==> src/rtl/instr_fetch_unit.sv <==
// Instruction fetch stage: owns the program counter, issues reads to a
// synchronous instruction memory, buffers returned words in a 2-entry queue
// and hands them to decode under a valid/ready handshake. A taken branch
// flushes the queue and redirects the PC.
module instr_fetch_unit #(
  parameter int unsigned           ADDR_W   = 32,
  parameter int unsigned           INSTR_W  = 32,
  parameter logic [ADDR_W-1:0]     RESET_PC = '0
) (
  input  logic               clk,
  input  logic               rst,
  input  logic               start,
  output logic               imem_rd_en,
  output logic [ADDR_W-1:0]  imem_addr,
  input  logic [INSTR_W-1:0] imem_rdata,
  input  logic               branch_taken,
  input  logic [ADDR_W-1:0]  branch_target,
  input  logic               dec_ready,
  output logic               instr_valid,
  output logic [INSTR_W-1:0] instruccion,
  output logic [ADDR_W-1:0]  dirIntruction,
  output logic [ADDR_W-1:0]  pc_plus8
);

  localparam logic [0:0] S_IDLE = 1'b0;
  localparam logic [0:0] S_RUN  = 1'b1;

  // Architectural and pipeline state
  logic [0:0]               state_q, state_d;
  logic [ADDR_W-1:0]        pc_q, pc_d;
  logic [ADDR_W-1:0]        tag_q, tag_d;        // address of the read in flight
  logic                     inflight_q, inflight_d;
  logic                     squash_q, squash_d;

  // 2-entry instruction queue
  logic [1:0]               count_q, count_d;
  logic                     wr_ptr_q, wr_ptr_d;
  logic                     rd_ptr_q, rd_ptr_d;
  logic [1:0][INSTR_W-1:0]  q_instr_q, q_instr_d;
  logic [1:0][ADDR_W-1:0]   q_addr_q, q_addr_d;

  // Per-cycle control
  logic                     flush;
  logic                     pop;
  logic                     push;
  logic                     issue;
  logic [2:0]               occupancy;

  // The low address bits of a redirect are forced to zero, never consumed.
  logic                     unused_tgt_bits;
  assign unused_tgt_bits = ^branch_target[1:0];

  // Handshake, credit check and redirect decisions for this cycle
  always_comb begin
    flush      = (state_q == S_RUN) && branch_taken;
    pop        = (count_q != 2'd0) && dec_ready;
    // A returning word lands one cycle after its issue; a redirect in that
    // same cycle discards it through the flush.
    push       = inflight_q && !squash_q && !flush;
    // Entries queued plus the one on its way, minus the one leaving now,
    // must leave room so the return always has a free slot.
    occupancy  = {1'b0, count_q} + {2'b00, inflight_q} - {2'b00, pop};
    issue      = (state_q == S_RUN) && !branch_taken && (occupancy < 3'd2);
  end

  // Next-state computation for FSM, PC, tag and queue
  always_comb begin
    // NOTE: every variable gets a default first so no path leaves it
    // unassigned; a missing default here would infer a latch.
    state_d    = state_q;
    pc_d       = pc_q;
    tag_d      = tag_q;
    inflight_d = issue;
    squash_d   = flush && inflight_q;
    count_d    = count_q;
    wr_ptr_d   = wr_ptr_q;
    rd_ptr_d   = rd_ptr_q;
    q_instr_d  = q_instr_q;
    q_addr_d   = q_addr_q;

    if ((state_q == S_IDLE) && start) begin
      state_d = S_RUN;
    end

    if (flush) begin
      pc_d     = {branch_target[ADDR_W-1:2], 2'b00};
      count_d  = 2'd0;
      wr_ptr_d = 1'b0;
      rd_ptr_d = 1'b0;
    end else begin
      if (issue) begin
        pc_d  = pc_q + ADDR_W'(4);
        tag_d = pc_q;
      end
      if (push) begin
        q_instr_d[wr_ptr_q] = imem_rdata;
        q_addr_d[wr_ptr_q]  = tag_q;
        wr_ptr_d            = ~wr_ptr_q;
      end
      if (pop) begin
        rd_ptr_d = ~rd_ptr_q;
      end
      count_d = count_q + {1'b0, push} - {1'b0, pop};
    end
  end

  // State registers with synchronous reset
  always_ff @(posedge clk) begin
    // NOTE: sequential state uses non-blocking assignments so every flop
    // samples the pre-edge values regardless of statement order.
    if (rst) begin
      state_q    <= S_IDLE;
      pc_q       <= RESET_PC;
      tag_q      <= RESET_PC;
      inflight_q <= 1'b0;
      squash_q   <= 1'b0;
      count_q    <= 2'd0;
      wr_ptr_q   <= 1'b0;
      rd_ptr_q   <= 1'b0;
      // NOTE: the queue storage is reset too; it is only two words and it
      // makes the head outputs read zero after reset instead of X.
      q_instr_q  <= '0;
      q_addr_q   <= '0;
    end else begin
      state_q    <= state_d;
      pc_q       <= pc_d;
      tag_q      <= tag_d;
      inflight_q <= inflight_d;
      squash_q   <= squash_d;
      count_q    <= count_d;
      wr_ptr_q   <= wr_ptr_d;
      rd_ptr_q   <= rd_ptr_d;
      q_instr_q  <= q_instr_d;
      q_addr_q   <= q_addr_d;
    end
  end

  // Output drive: memory request and queue head
  always_comb begin
    imem_rd_en    = issue;
    imem_addr     = pc_q;
    instr_valid   = (count_q != 2'd0);
    instruccion   = q_instr_q[rd_ptr_q];
    dirIntruction = q_addr_q[rd_ptr_q];
    pc_plus8      = q_addr_q[rd_ptr_q] + ADDR_W'(8);
  end

  // The credit rule must never let a return land in a full queue.
  assert property (@(posedge clk) disable iff (rst)
                   !(push && !pop && (count_q == 2'd2)));

endmodule

==> config.mk <==
export PLATFORM = sky130hd
export DESIGN_NAME = instr_fetch_unit
export DESIGN_NICKNAME = d
export VERILOG_FILES = /design/src/rtl/instr_fetch_unit.sv
export SDC_FILE = /design/constraint.sdc
export NUM_CORES = 1
export LEC_CHECK = 0
export ABC_AREA = 1
export CAP_MARGIN = 25
export CORE_MARGIN = 4
export CORE_UTILIZATION = 52
export DETAILED_ROUTE_END_ITERATION = 8
export HOLD_SLACK_MARGIN = 0.05
export PLACE_DENSITY = 0.81
export SLEW_MARGIN = 30
export SYNTH_ARGS = -nofsm -noshare
export SYNTH_HDL_FRONTEND = slang
export SYNTH_SLANG_ARGS = --single-unit
export TNS_END_PERCENT = 1
==> constraint.sdc <==
create_clock -name clk -period 3.2 [get_ports clk]
set_clock_uncertainty 0.15 [all_clocks]
set_input_delay 0.48 -clock clk [delete_from_list [all_inputs] [get_ports clk]]
set_output_delay 0.48 -clock clk [all_outputs]
set_load 0.03 [all_outputs]
# Yosys cells after proc, flatten, opt, wreduce, memory -nomap -nowiden

Index checks and enable logic that the tools add are counted.

Bits in registers: 199
Bits in latches: 0
RAM bits: 0
Memory bits (read-only): 0
Bits of input ports: 69
Output and inout bits: 130
Word-level logic and storage cells: 54
Memories: 0

Add/subtract/negate cells: 6
$mul: 0
Divide/modulo/power cells: 0
$lt $le $gt $ge: 4
Equality and inequality tests: 0
Shift operators: 0
Muxes and demuxes: 10
Bitwise logic cells: 4
Reductions and logical operators: 17

Operators by type and width:

| operator                | number |
|---|---|
| $mux W32                | 7 |
| $bwmux W64              | 2 |
| $add A32 B3 Y32 const B | 1 |
| $add A32 B4 Y32 const B | 1 |
| $demux W32 S1           | 1 |
| $logic_and A1 B1 Y1     | 9 |
| $lt A1 B2 Y1 const B    | 2 |
| $not A1 Y1              | 4 |
| $reduce_and A2 Y1       | 2 |
| $reduce_bool A2 Y1      | 2 |
| $add A2 B1 Y3           | 1 |
| $logic_not A1 Y1        | 3 |
| $lt A3 B2 Y1 const B    | 1 |
| $sub A3 B1 Y3           | 1 |
| $add A2 B1 Y2           | 1 |
| $reduce_or A2 Y1        | 1 |
| $sub A2 B1 Y2           | 1 |
| $ge A1 B1 Y1 const B    | 1 |

# Depth between registers and ports, before layout

Gate-level depths: netlist of run 1.

Depth in word-level cells: 7
Depth in mapped cells: 18
Depth with buffers taken out: 18

# Worst setup path before layout of run 1

No wires, ideal clock.

Path kind: reg-to-output
Start point: register rd_ptr_q
End point: output pc_plus8[21]
Arrival: 2,444 ps
Required time: 2,570 ps
Path slack: 126 ps
Cell stages (with the launch flop): 12
Path buffers: 2
Cell sequence: dfxtp_1 > buf_6 > buf_6 > o21ai_2 > inv_1 > ha_1 > nand2_1 > nor2_2 > nand2_2 > nor2_4 > nand3_1 > xor2_1

Cells in the longest elaborated chain, start to end: 3

RTL lines:

| what                   | line | source |
|---|---|---|
| start, declared        | 38   | `logic rd_ptr_q, rd_ptr_d;` |
| start signal, assigned | 132  | `rd_ptr_q <= rd_ptr_d;` |
| $mux W32 (2 in series) | --   |  |
| net dirIntruction[3]   | 21   | `output logic [ADDR_W-1:0] dirIntruction,` |
| $add A32 B4 Y32        | 145  | `pc_plus8 = q_addr_q[rd_ptr_q] + ADDR_W'(8);` |
| end, declared          | 22   | `output logic [ADDR_W-1:0] pc_plus8` |

The timed path passes the listed nets, and every way through them passes these cells. The select of a mux whose other input is x is not followed.

# Final worst setup path of run 1

Start point: register count_q[1]
End point: output imem_rd_en

Cells in the longest elaborated chain, start to end: 5
Elaborated cells between the ends (all ways): 6
Classes of those cells: add/sub: 2; order compare: 1; reduce/logical: 3

RTL lines:

| what                                                                  | line | source |
|---|---|---|
| start, declared                                                       | 36   | `logic [1:0] count_q, count_d;` |
| start signal, assigned                                                | 130  | `count_q <= count_d;` |
| parallel branches: the longest is 2 deep, another holds $add A2 B1 Y3 | --   |  |
| $sub A3 B1 Y3 (*)                                                     | 62   | `occupancy = {1'b0, count_q} + {2'b00, inflight_q} - {2'b00, pop};` |
| $lt A3 B2 Y1 (*)                                                      | 63   | `issue = (state_q == S_RUN) && !branch_taken && (occupancy < 3'd2);` |
| $logic_and A1 B1 Y1 (*)                                               | 63   |  |
| end, declared                                                         | 13   | `output logic imem_rd_en,` |

Mark *: on every way between the ends.

==> impl_results.md, run 1 <==
- Critical path class: reg2out
- CP required: 2.57 ns
- Min cycle time layout: 3.069 ns
- Drt drc: 0
- Ys async rst share: 0
- Worst Hold Class: reg2reg
- Setup TNS: 0 ns
- DR vias/cell: 5.185
- Top-area cell type share of the netlist area: 0.4054
- Max_cap viols: 0
- Total Wirelength: 25050 µm
- Total power: 5.894 mW
- Final cycle utilization of the critical path: 0.9592
- Routability cong.: 0.9198
- Internal power: 4.102 mW
- EDFF count, synth: 0
- Clock power frac: 0.345
- CTS max path bufs: 2
- Row count: 48
- Crit Path Max Fanout: 5
- First drt pass iteration count: 5
- Design area: 0.01205 mm²
- CTS Buf Count: 17
- Critical Path Source Type: flip-flop
- Core area: 0.01754 mm²
- Main synth FF type: dfxtp_1
- First-pass GRT wire length: 40480 µm
- Synth top cells by count: nand2_1 (256), nor2_1 (207), o21ai_0 (199)
- CP arrival: 2.44 ns
- Pwr Density: 489.2 mW/mm²
- Worst-margin pin slew: 0.5035 ns
- DP Cell Count: 1764
- I/O Buffers: 190
- Die W: 142.7 µm
- Fin. Hold Viols: 0
- Die ar.: 0.02036 mm²
- Htree depth: 4
- Logic pwr share: 0.214
- Final core utilization: 0.6869
- Count of cell types in the netlist: 39
- Via count: 9317
- Syn Inst Count: 1396
- Placed cell areas: 0.01144 mm²
- Seq/Total Area, Yosys: 0.4054
- R2R Setup Slk: 0.38 ns
- Status: finished clean
- Setup crit end kind: primary output
- Post-route ant nets: 0
- Number of DRC markers in iteration 0: 669
- Ports: 199
- Post-synthesis average cell area: 6.757 µm²
- Largest net degree at the start of global routing: 69
- Normalized max-slew margin: 0.6621
- Reg clk slew, reported paths: 0.07 ns
- Overflow after GRT: 0
- Effective utilization at floorplan: 0.5379
- Post-DP HPWL: 17750 µm
- Total Nets Final: 1632
- CP max-delay cell: fa_1
- Hold Slack: 0.2954 ns
- # diodes: 0
- Height of the die: 142.7 µm
- Number of global-route vias before repair: 8392
- Yosys warns: 0
- Routed len/inst: 13.94 µm
- Hold-fix buffers at CTS: 0
- Clk root buf: clkbuf_16
- Non-Filler Instances: 1797
- Synth Register Bits: 191
- Cells along the critical path: or2_2 > nand2_1 > inv_1 > nand2_1 > inv_1 > fa_1 > nand2_1 > nor2_1 > nand2_2 > inv_2 > buf_4
- Pre-CTS setup slack: 0.01688 ns
- Clk_lat worst skew: 0.43 ns
- Part of the power in registers: 0.440
- CTS tree: built
- RSZ-0062 raised after global routing: no
- Area leader, netlist: dfxtp_1
- Clock Sinks: 191
- VDD IR max: 428.0 µV
- Leak: 4.829 nW
- Critical Path Most Common Cell: nand2_1
- Largest stage delay, worst path: 0.50 ns
- Filler cells: 1469
- Sw Ratio: 0.3040
- Synth-to-Final Area Change: 27.71%
- Synthesized cell area: 0.009433 mm²
- Share of cells above drive strength 1: 0.09606
- Max Clk Rate: 0.3258 GHz
- Antenna violations before repair: 0
- PnR worst setup slack: 0.1305 ns
- Count leader, synth: nand2_1
- Total GRT Usage: 0.2417
- Synth top area cells: dfxtp_1 (41%), o21ai_0 (11%), nand2_1 (10%), nor2_1 (8.2%), inv_1 (6.2%)
- Final setup violation count: 0
- Fin. max-slew vios: 0
- P_sw: 1.792 mW
## worst max-delay path: cells and delay by family, from the launching register on
kind          cells  cell delay (ns)
simple gates      6             0.76
fa+ha+maj         1             0.50
buf+inv           4             0.39
flops             1             0.36
## cells in the final DEF (no fill, tap or decap), types with 2 or more instances in the layout
cell type          n
buf_12             5
a21oi_1          102
clkinv_1           2
nor3_1            10
nand3_1           61
nor3_4             2
clkbuf_16         17
clkinvlp_4         5
inv_2             10
nand2_1          254
nor2_1           207
inv_1            154
o21ai_0          199
clkinv_2           3
o21ai_2           10
clkdlybuf4s50_1  163
o31ai_1            2
o21ai_1           14
o21ai_4            3
inv_6              2
ha_1               3
clkbuf_1           2
buf_6              2
nand4_1           10
xor2_1            26
xnor2_1            3
nor2_4             6
nand2_2           13
a31oi_1            2
buf_4             52
nor2_2            10
or2_2              2
dfxtp_1          189
nand3b_1           7
conb_1             6
clkbuf_8           2
## final timing paths
path	startpoint	to	cells after the start
max	count_q[1]	imem_rd_en	11
min	q_instr_q[3]	q_instr_q[3]	2
min reg2reg	q_instr_q[3]	q_instr_q[3]	2
max reg2reg	count_q[1]	imem_addr[26]	18
## power groups by stage
stage          clock (mW)  combinational, mW  sequential (mW)
2_1_floorplan           0              0.742             2.64
3_3_place_gp            0               1.23             2.64
3_5_place_dp            0               1.24             2.65
4_1_cts              2.06               1.25             2.60
5_1_grt              2.16               1.37             2.61
6_report             2.04               1.26             2.59
## cells by family after synthesis
kind of cell	count (synthesis)	share of synthesized area
DFF	191	0.4054
AOI/OAI and AO/OA	335	0.1866
buffers and inverters	251	0.1123
other	1	0.0003975
and+or+nand+nor	585	0.2622
xor gates and xnor gates	29	0.02693
adders and majority gates	4	0.006102
## repair_timing
item,4_1_cts,5_1_grt
gates resized for setup,4,3
setup endpoints to repair,7,18
setup buffers,0,1
## per-layer routing
metal,vias up,global-route usage,share of wire
li1,4767,-,-
met1,4171,0.3487,0.46
met2,341,0.3655,0.44
met3,38,0.04354,0.071
met4,0,0.08254,0.022
met5,-,0,0
## final cells by class
| cell class | count | area [µm²] | share of cell area |
|---|---|---|---|
| clock buffer | 21 | 460.4 | 0.03822 |
| sequential | 191 | 3829 | 0.3178 |
| inverter | 167 | 628.1 | 0.05214 |
| multi-input combinational | 959 | 4582 | 0.3803 |
| tap | 225 | 281.5 | 0.02337 |
| timing repair buffer | 223 | 2160 | 0.1793 |
| clock inverter | 11 | 106.4 | 0.008828 |
## sequential cells by signal (all words and copies together), names as in the netlist
register    count
count_q         2
imem_addr      30
inflight_q      1
q_addr_q       60
q_instr_q      64
rd_ptr_q        1
squash_q        1
state_q         1
tag_q          30
wr_ptr_q        1
(Power assumes the default switching activity.)
==> run 2: changes to the inputs <==
--- a/config.mk
+++ b/config.mk
@@ -7,11 +7,13 @@
 export LEC_CHECK = 0
 export ABC_AREA = 1
 export CAP_MARGIN = 25
+export CELL_PAD_IN_SITES_DETAIL_PLACEMENT = 0
+export CELL_PAD_IN_SITES_GLOBAL_PLACEMENT = 1
 export CORE_MARGIN = 4
-export CORE_UTILIZATION = 52
+export CORE_UTILIZATION = 36
 export DETAILED_ROUTE_END_ITERATION = 8
 export HOLD_SLACK_MARGIN = 0.05
-export PLACE_DENSITY = 0.81
+export PLACE_DENSITY_LB_ADDON = 0.1
 export SLEW_MARGIN = 30
 export SYNTH_ARGS = -nofsm -noshare
 export SYNTH_HDL_FRONTEND = slang
==> impl_results.md, run 2 (synthesis gave the netlist of run 1 again) <==
- Status: finished clean
- Reg clk slew, reported paths: 0.08 ns
- Via count: 9042
- Met3 Wirelength: 1341 µm
- Row count: 58
- Pre-CTS setup slack: 0.1031 ns
- Pwr Density: 486.6 mW/mm²
- Drt drc: 0
- Logic pwr share: 0.215
- Core area: 0.02547 mm²
- Number of DRC markers in iteration 0: 626
- CP max-delay cell: dfxtp_4
- First drt pass iteration count: 5
- # diodes: 0
- Max_cap viols: 0
- Clk_lat worst skew: 0.44 ns
- Met1 wire length: 14630 µm
- Normalized max-slew margin: 0.6399
- Ports: 199
- Critical path class: reg2out
- PnR worst setup slack: 0.1581 ns
- Setup crit end kind: primary output
- Fin. Hold Viols: 0
- First-pass GRT wire length: 44050 µm
- Total GRT Usage: 0.1880
- Post-DP HPWL: 19570 µm
- Internal power: 4.027 mW
- Die ar.: 0.02886 mm²
- Highest metal used: met4
- Max FFs per register: 64
- Clock Sinks: 191
- RSZ-0062 raised after global routing: yes
- Min cycle time layout: 3.042 ns
- Synth-to-Final Area Change: 30.00%
- CTS max path bufs: 2
- Leak: 4.891 nW
- Part of the power in registers: 0.435
- Largest stage delay, worst path: 0.43 ns
- CTS tree: built
- VDD IR max: 253.6 µV
- Final setup violation count: 0
- Clk root buf: clkbuf_16
- I/O Buffers: 190
- Share of cells above drive strength 1: 0.1003
- CTS Buf Count: 17
- Post-route ant nets: 0
- Total power: 5.968 mW
- Top Registers: q_instr_q (64), q_addr_q (60)
- WL met2: 11450 µm
- Clock power frac: 0.350
- Height of the die: 169.9 µm
- Max Clk Rate: 0.3287 GHz
- Multi-input gate area: 0.004598 mm²
- Critical Path Most Common Cell: nand2_1
- Routed len/inst: 14.51 µm
- Antenna violations before repair: 0
- Total Wirelength: 27650 µm
- Routability cong.: 0.8606
- Worst Hold Class: reg2reg
- Reg with most FFs: q_instr_q
- Sw Ratio: 0.3251
- P_sw: 1.940 mW
- CP required: 2.57 ns
- CP arrival: 2.41 ns
- Fin. max-slew vios: 0
- Worst-margin pin slew: 0.5366 ns
- Largest net degree at the start of global routing: 104
- Total Nets Final: 1637
- Htree depth: 4
- Final cycle utilization of the critical path: 0.9506
- Final core utilization: 0.4814
- Die W: 169.9 µm
- DR vias/cell: 4.744
- Critical Path Source Type: flip-flop
- Most frequent cells in the layout: nand2_1 (254), nor2_1 (206), o21ai_0 (199)
- Effective utilization at floorplan: 0.3703
- Cells along the critical path: buf_8 > o21ai_2 > inv_1 > nor2_1 > and2_1 > nand2_1 > nor2_1 > nand2_1 > nand2_1 > nand2_1 > buf_4
- Number of global-route vias before repair: 8128
- Filler cells: 2643
- Crit Path Max Fanout: 15
- Commonest non-fill, non-tap cell in the layout: nand2_1
- Sequential cell area: 0.003829 mm²
- Overflow after GRT: 0
[run 2: cell count changes in the layout (fill, tap and decap cells not counted), moves of 2 or more]
cell / delta
buf_4: +4
clkinvlp_4: -4
clkinv_8: +3
clkinv_2: -2
clkbuf_1: -2
buf_12: +2
inv_6: +4
clkbuf_8: -2
clkinv_4: +2
[run 2: stage by stage]
step	std cells	setup TNS (ns)	area [µm²]	hold slack, ns
floorplan	1401	0	9452	0.2744
global placement	1874	0	11640	0.2830
detailed placement	1874	0	11640	0.2886
CTS	1906	0	12230	0.3003
global route	1906	-0.01040	12260	0.3104
finish	1906	0	12260	0.2990
[run 2: per-layer routing]
metal,track usage,up-vias
li1,-,4775
met1,0.2902,4029
met2,0.2779,223
met3,0.02741,15
met4,0.03885,0
met5,0,-
[run 2: worst paths after layout]
kind / start / end / slack [ns] / cells past startpoint
worst min register to register: q_instr_q[4] / q_instr_q[4] / 0.30 / 2
worst max register to register: count_q[1] / imem_addr[26] / 0.48 / 18
worst max-delay path: rd_ptr_q / pc_plus8[25] / 0.16 / 11
worst min-delay path: q_instr_q[4] / q_instr_q[4] / 0.30 / 2
[run 2: worst max-delay path: cells and delay by family, from the launching register on]
family,cells,cell delay [ns]
buffers and inverters,3,0.47
AOI/OAI and AO/OA,1,0.30
and+or+nand+nor,7,0.77
DFF,1,0.43
[run 2: area by class of cell]
class                           count  area share
Inverter                          167     0.05122
Clock buffer                       17     0.03469
Sequential cell                   191      0.3122
Timing Repair Buffer              228      0.1811
Tap cell                          330     0.03367
Multi-Input combinational cell    959      0.3750
Clock inverter                     14     0.01214
[run 2: power groups by stage]
stage / clock, mW / combinational, mW / sequential (mW)
final: 2.09 / 1.29 / 2.59
after global routing: 2.24 / 1.40 / 2.61
after CTS: 2.15 / 1.29 / 2.59
after detailed placement: 0 / 1.28 / 2.65
after global placement: 0 / 1.27 / 2.65
after floorplan: 0 / 0.742 / 2.64
[run 2: what timing repair did]
action                     4_1_cts  5_1_grt
resized for setup                1        8
setup endpoints to repair        4        5
hold buffers                     0        0
setup buffers                    1        0
==> variant: new RTL, settings of run 1 <==
Set the parameter `ADDR_W` to 40 (it was 32).
--- a/src/rtl/instr_fetch_unit.sv
+++ b/src/rtl/instr_fetch_unit.sv
@@ -3,7 +3,7 @@
 // and hands them to decode under a valid/ready handshake. A taken branch
 // flushes the queue and redirects the PC.
 module instr_fetch_unit #(
-  parameter int unsigned           ADDR_W   = 32,
+  parameter int unsigned           ADDR_W   = 40,
   parameter int unsigned           INSTR_W  = 32,
   parameter logic [ADDR_W-1:0]     RESET_PC = '0
 ) (
Ports: changed (resized branch_target, dirIntruction, imem_addr and pc_plus8); port bits go from 199 to 231. The function was not compared with the original's and may differ.
==> variant against run 1 <==
The run now ends with negative setup slack left. Setup slack lost 130 ps. Non-clock buffer count is 71 higher. First-iteration DRC count rose by 42%. Die area grew 16%. Routed wire length up 34%. Synthesized area is 17% higher. Clock power is 30% higher. Cell area increased by 23%. Power up 27%. Final cell count up 21%. Sequential cell count is 32 higher. Largest cell class unchanged.
==> variant: results (changes against run 1) <==
----------------------------------------------------
[Yosys]
  Adder-cell share of the synthesized area ... 0.746% (+0.14 points)
  Top post-synthesis cells by count ... nand2_1, nor2_1, o21ai_0, dfxtp_1, inv_1
  Post-synthesis sequential area ratio ... 40.3% (-0.21 points)
  Synth Area in Compound Gates ... 18.8% (+0.10 points)
  Distinct cells, synth ... 41 (+5.1%)
  Xor/xnor share of the synthesized area ... 2.61% (-0.082 points)
  Mean instance size in the synthesized netlist ... 6.67 µm² (-1.3%)
  Top cells by area, synth ... dfxtp_1, nand2_1, o21ai_0, nor2_1, inv_1

[STA]
  Final-layout setup total negative slack ... -0.953 ps (-0.953 ps)
  Worst setup slack after layout ... -0.953 ps (-131 ps)
  Worst-Margin Slew ... 693 ps (+189 ps)
  Final Setup Violations ... 1 (+1)

[Detailed routing]
  DR iter-0 viols ... 951 (+42%)
  Routed length on met3 ... 2490 µm (+40%)
  Post-route met1 wirelength ... 15100 µm (+30%)
  Count of vias placed by the detailed router ... 11530 (+24%)
  Wire length per cell ... 15.4 µm (+11%)
  Routed length on met2 ... 15400 µm (+38%)

[Status]
  Violated checks ... negative setup slack
  Result of the run ... finished, violations left

[Final layout]
  Leading registers by flop count ... q_addr_q: 76 flops, q_instr_q: 64 flops
  Net total in the final layout ... 1972 (+21%)
  Fill cell total of the finished layout ... 1741 (+19%)
  Post-layout instance count excluding filler cells ... 2180 (+21%)
  Share of final-layout standard cells stronger than drive strength 1 ... 12.3% (+2.7 points)

[Worst setup path]
  Worst-path maximum fanout ... 3 (-2)
  Arrival @ worst endpoint ... 2570 ps (+130 ps)
  Slowest library cell on the worst path ... fa_1

[Place]
  Area of placed instances ... 13700 µm² (+20%)
  Dpl ws ... -204 ps (-221 ps)
  Total of buffers placed on input and output ports ... 222 (+17%)
  Placed wire-length estimate ... 23700 µm (+34%)
  Dpl cells ... 2131 (+21%)

[Pwr]
  Part of the power in the clock network ... 35.5% (+1.0 points)
  Leakage power total ... 6.12 nW (+27%)
  Net Sw Frac ... 30.5% (+0.13 points)
  Net switching power ... 0.00228 W (+27%)
  Register share of total power ... 41.2% (-2.8 points)

[Clock network]
  Max clock buf depth ... 3 (+1)
  Source-to-sink clock delay at the later pin of the worst-skew pair ... 520 ps (+90 ps)
  Clock buffers created by TritonCTS ... 23 (+6)
  H-tree level count ... 1 (-3)

[Global routing]
  Vias in the first global route ... 10713 (+28%)
  M1 GR Usage ... 37.9% (+3.1 points)
  Total routing usage reported by global routing ... 26.9% (+2.8 points)
  First-pass GRT wire length ... 53800 µm (+33%)
  Met2 track demand over resource ... 42.9% (+6.3 points)
  Global routing usage on met3 ... 4.59% (+0.23 points)

----------------------------------------------------
variant: changes by cell type after synthesis, moves of 12 or more:
cell,run 1,this run
o21ai_2,9,22
nor2_1,207,275
nand2_1,256,325
o21ai_0,199,241
clkbuf_1,42,70
xnor2_1,3,15
inv_1,156,181
nand4_1,10,23
buf_2,24,4
dfxtp_1,191,223
variant: path summary, 6_finish.rpt:
check                     from            end  slack [ps]  depth (start not counted)
hold / removal    q_addr_q[39]   q_addr_q[39]         290                          2
hold reg to reg   q_addr_q[39]   q_addr_q[39]         290                          2
setup reg to reg    count_q[1]  imem_addr[18]         180                         17
setup / recovery    count_q[1]     imem_rd_en          -1                         11
variant: area by class of cell:
cell class	count	area, µm²	share of cell area (%)
multi-input cells	1159	5680	38.4
flip-flops and latches	223	4470	30.2
repair buffers	294	2830	19.1
inverters	188	713	4.82
clock buffers	29	628	4.25
well taps	275	344	2.33
clock inverters	12	118	0.796
variant: timing repair:
item,CTS,global route
pin swaps,7,10
resized for setup,19,39
setup buffers,2,7
endpoints found under the setup margin,66,61
